[config.mk]
export PLATFORM = sky130hd
export DESIGN_NAME = serial_add_ctrl
export DESIGN_NICKNAME = d
export VERILOG_FILES = /design/src/rtl/serial_add_ctrl.sv
export SDC_FILE = /design/constraint.sdc
export NUM_CORES = 1
export LEC_CHECK = 0
export CORE_ASPECT_RATIO = 1.2
export CORE_UTILIZATION = 45
export DETAILED_ROUTE_END_ITERATION = 10
export PLACE_DENSITY = 0.71
export SYNTH_ARGS = -nofsm -noshare
export SYNTH_HDL_FRONTEND = slang
export SYNTH_SLANG_ARGS = --single-unit
export TNS_END_PERCENT = 5
[constraint.sdc]
create_clock -name clk_i -period 2.7 [get_ports clk_i]
set_input_delay 0.54 -clock clk_i [delete_from_list [all_inputs] [get_ports clk_i]]
set_output_delay 0.54 -clock clk_i [all_outputs]
set_load 0.005 [all_outputs]
[src/rtl/serial_add_ctrl.sv]
// Bit-serial adder sequencer: one 1-bit full adder processes two WIDTH-bit
// operands LSB first, one bit per clock, behind a start/busy/done handshake.

module full_adder (
  input  logic A_i,
  input  logic B_i,
  input  logic C_i,
  output logic S_o,
  output logic C_o
);
  assign S_o = A_i ^ B_i ^ C_i;
  assign C_o = (A_i & B_i) | (A_i & C_i) | (B_i & C_i);
endmodule

module serial_add_ctrl #(
  parameter int WIDTH = 8
) (
  input  logic             clk_i,
  input  logic             rstn_i,
  input  logic             start_i,
  input  logic [WIDTH-1:0] A_i,
  input  logic [WIDTH-1:0] B_i,
  input  logic             C_i,
  output logic             busy_o,
  output logic             done_o,
  output logic [WIDTH-1:0] S_o,
  output logic             C_o
);
  localparam int CW = (WIDTH > 1) ? $clog2(WIDTH) : 1;
  localparam logic [CW-1:0] LAST = CW'(WIDTH - 1);

  typedef enum logic [1:0] {IDLE, RUN, DONE} state_e;

  state_e           state_q;
  logic [WIDTH-1:0] a_sh_q, b_sh_q, s_sh_q, s_q;
  logic [WIDTH-1:0] s_sh_d;
  logic [CW-1:0]    cnt_q;
  logic             cy_q, c_q, busy_q, done_q;
  logic             fa_sum, fa_carry;

  full_adder u_fa (
    .A_i (a_sh_q[0]),
    .B_i (b_sh_q[0]),
    .C_i (cy_q),
    .S_o (fa_sum),
    .C_o (fa_carry)
  );

  // New sum bit enters at the MSB so the LSB-first result ends up in place.
  assign s_sh_d = WIDTH'({fa_sum, s_sh_q} >> 1);

  // NOTE: synchronous reset clears every register, including the shift
  // registers, so a reset mid-RUN leaves no stale partial result behind.
  always_ff @(posedge clk_i) begin
    if (!rstn_i) begin
      state_q <= IDLE;
      a_sh_q  <= '0;
      b_sh_q  <= '0;
      s_sh_q  <= '0;
      s_q     <= '0;
      cnt_q   <= '0;
      cy_q    <= 1'b0;
      c_q     <= 1'b0;
      busy_q  <= 1'b0;
      done_q  <= 1'b0;
    end else begin
      // NOTE: non-blocking assignments everywhere here, so every register
      // sees the pre-edge values of the others regardless of statement order.
      case (state_q)
        IDLE, DONE: begin
          done_q <= 1'b0;
          if (start_i) begin
            a_sh_q  <= A_i;
            b_sh_q  <= B_i;
            cy_q    <= C_i;
            cnt_q   <= '0;
            busy_q  <= 1'b1;
            state_q <= RUN;
          end else begin
            busy_q  <= 1'b0;
            state_q <= IDLE;
          end
        end
        RUN: begin
          a_sh_q <= a_sh_q >> 1;
          b_sh_q <= b_sh_q >> 1;
          s_sh_q <= s_sh_d;
          cy_q   <= fa_carry;
          cnt_q  <= cnt_q + CW'(1);
          if (cnt_q == LAST) begin
            s_q     <= s_sh_d;
            c_q     <= fa_carry;
            busy_q  <= 1'b0;
            done_q  <= 1'b1;
            state_q <= DONE;
          end
        end
        default: begin
          busy_q  <= 1'b0;
          done_q  <= 1'b0;
          state_q <= IDLE;
        end
      endcase
    end
  end

  assign busy_o = busy_q;
  assign done_o = done_q;
  assign S_o    = s_q;
  assign C_o    = c_q;
endmodule

==> results.md <==
- TritonCTS sink count: 40
- Initial DRC count: 38
- Req. time, crit path: 2.88 ns
- Crit path DAT: 1.99 ns
- Clk root buf: clkbuf_8
- Crit-path cells: clkdlybuf4s50_1 > nand2b_1 > and3_1 > o21a_1
- N_diodes: 0
- Gpl congestion: around 0.65
- Final Max Tran Viols: 0
- Post-synthesis mux area share: 0%
- Mean Syn Cell Area: 9.05 sq um
- Residual DRC: 0
- Post-Synth XOR/XNOR Area: 0%
- DP Cell Count: about 230
- Synth Area in Simple Gates: between 20 and 25%
- Pwr dens: about 590 mW/mm^2
- Asr flop ratio synth: 0%
- Max frequency: approximately 550 MHz
- Post-synth EDFFs: 0
- Crit path kind: in -> reg
- Adder-cell share of the synthesized area: approximately 2.8%
- Status: complete, no violations
- Number of buffers and inverters on the critical path: 1
- Max clock buf depth: 2
- Layout cells sized above 1: a little under 5%
- Layout area overhead: 23.3%
- Peak supply drop: 487 uV
- MaxCap Viol Count: 0
- CTS Buf Count: 5
- DIE WIDTH: approximately 57 um
- Post-Layout Inst Area: between 0.0015 and 0.002 sq mm
- Sequential share of the synthesized area: a little under 50%
- Worst slack at placement: between 0.5 and 0.6 ns
- Max incr delay on CP: about 0.47 ns
- Dominant combinational cell family by area after synthesis: simple AND/OR/NAND/NOR gates
- Die area: about 0.0038 sq mm
- RSZ-0062 raised after global routing: false
- WL/cell: approximately 13 um
- Top Family by Delay on Critical Path: simple AND/OR/NAND/NOR gates
- Via count: around 1300
- Worst Max-Slew Pin Slew: about 1.0 ns
- Clock tree from TritonCTS: done
- Hpwl dp: approximately 2200 um
- Compound-Gate Fraction of Synth Area: 19.3%
- H-tree levels: 2
- Fin. Hold Viols: 0
- Crit share post-route: roughly 67%
- Initial Util: a little under half
- Crit path max fanout: 22
- Post-CTS setup repair buffer count: 0
- Crit path max-delay cell type: clkdlybuf4s50_1
- Post-synth top area share: between 40% and 50%
- Post-Route WL: ~3200 um
- Post-Syn Nets: ~200
- Fin Setup TNS: 0 ns
- # port buffers: 30
- Post-CTS Hold Buffers: 0
- Clk_skew: between 0.003 and 0.004 ns
- CP Depth: 4
- Clock Latency Late Sink: 0.29 ns
- Mapped cell area: around 0.0016 sq mm
- Count leader, synth: dfxtp_1
- Global router's overall resource usage: between 10% and 20%
- Synth area leaders: dfxtp_1 50%, o221ai_1 8.2%, nand2_1 6.3%
- Worst Reg2Reg Path Length in Cells: 5
- Clock transition at path regs: approximately 0.07 ns
- Startpoint class of the critical path: input pin
- Predominant post-synthesis flop cell: dfxtp_1
- Fin crit period: approximately 1.8 ns
- Grt total ovfl: 0
- Top cells by count, synth: 40 x dfxtp_1, 27 x nand2_1, 16 x nor2_1
- YS warnings: 0
- Detailed Routing Iterations Pass 1: 4
- Antenna-violating nets left: 0
- Min-Delay Path Class: reg -> reg
- Hold Slack: between 0.4 and 0.5 ns
- Synthesized flop and latch total: 40
- Core outline area: roughly 0.0034 sq mm
- First-pass GRT wire length: 5200 um
- Final Non-Filler Cells: 241
- Number of global-route vias before repair: between 1000 and 1500
- Synth area leader: dfxtp_1
- Fin nets: ~230
- # IOs: 31
- Post-synth cell types: 23
- Slew margin rel.: a little under a third
- Mapped Cells: 178
- Detailed-route vias per instance: about 5.6
- Post-route setup slack: 0.891 ns
- Crit. End Element: register
- Hold depth: 2
- Resized cells post-CTS: 0
- Num rows: 23
- Chip height: 67.5 um
- Static Leak: around 0.72 nW
- Initial antenna violation count: 0
- Pin count of the biggest net entering global routing: 30
- Setup-failing EPs final: 0
- Placed cell area: between 0.0015 and 0.002 sq mm
==> power by group <==
group | internal [mW] | switching [mW]
registers | 0.621 | 0.0194
logic | 0.0699 | 0.0711
clock network | 0.208 | 0.191
total | 0.899 | 0.282
==> worst register-to-register path, cell delays in order, from the launching register on <==
cell	delay (ns)
dfxtp_1	0.36
ha_1	0.15
ha_1	0.48
nand3b_1	0.39
nand2_1	0.16
a21boi_0	0.09
==> stage by stage <==
| stage | util (%) | power, mW |
|---|---|---|
| 4_1_cts | 59.0 | 1.20 |
| 3_5_place_dp | 56.3 | 0.797 |
| 5_1_grt | 59.0 | 1.24 |
| 2_1_floorplan | - | 0.752 |
| 3_3_place_gp | 56.3 | 0.792 |
| 6_report | 59.0 | 1.18 |
==> metal layers <==
layer / track usage [%] / routed length [um] / up-vias
li1: - / - / 678
met2: 32.5 / 1580 / 26
met4: 8.23 / 58 / 0
met1: 19.1 / 1400 / 629
met5: 0 / 0 / -
met3: 5.36 / 116 / 5
==> layout by cell type (no fill, tap or decap) <==
cell	n
dfxtp_1	40
clkdlybuf4s50_1	30
nand2_1	27
nor2_1	16
o221ai_1	15
nor3_1	15
nand3_1	13
a21boi_1	13
a21boi_0	8
clkbuf_8	6
buf_4	4
nand2b_1	2
nand3b_1	2
and3_1	2
ha_1	2
clkbuf_1	2
and2b_1	1
nor2b_1	1
o211a_1	1
o21ai_0	1
and2_1	1
o21a_1	1
fa_1	1
==> final timing paths <==
path	start	end	slack, ns
worst max register to register	cnt_q[0]$_SDFFE_PN0P_	S_o[2]$_SDFFE_PN0P_	0.96
worst min-delay path	S_o[5]$_SDFFE_PN0P_	S_o[5]$_SDFFE_PN0P_	0.46
worst max-delay path	start_i	cnt_q[0]$_SDFFE_PN0P_	0.89
worst min register to register	S_o[5]$_SDFFE_PN0P_	S_o[5]$_SDFFE_PN0P_	0.46
==> layout make-up <==
cell class / count / area [sq um]
Fill cell: 309 / 1380
Sequential cell: 40 / 801
Multi-Input combinational cell: 122 / 718
Timing Repair Buffer: 34 / 330
Clock buffer: 8 / 90.1
Tap cell: 37 / 46.3
==> sequential cells by signal, summed over array words and instances, names as in the netlist <==
| name | cells |
|---|---|
| cy_q | 1 |
| a_sh_q | 8 |
| done_o | 1 |
| busy_o | 1 |
| S_o | 8 |
| C_o | 1 |
| b_sh_q | 8 |
| cnt_q | 3 |
| s_sh_q | 7 |
| state_q | 2 |
==> logic make-up after synthesis <==
group / count (synthesis)
AND/OR/NAND/NOR: 80
flip-flops: 40
AO/OA/AOI/OAI: 39
adder cells (fa/ha/maj): 3
buffers and inverters: 16
Note: power is estimated with default switching activity, not from simulation.
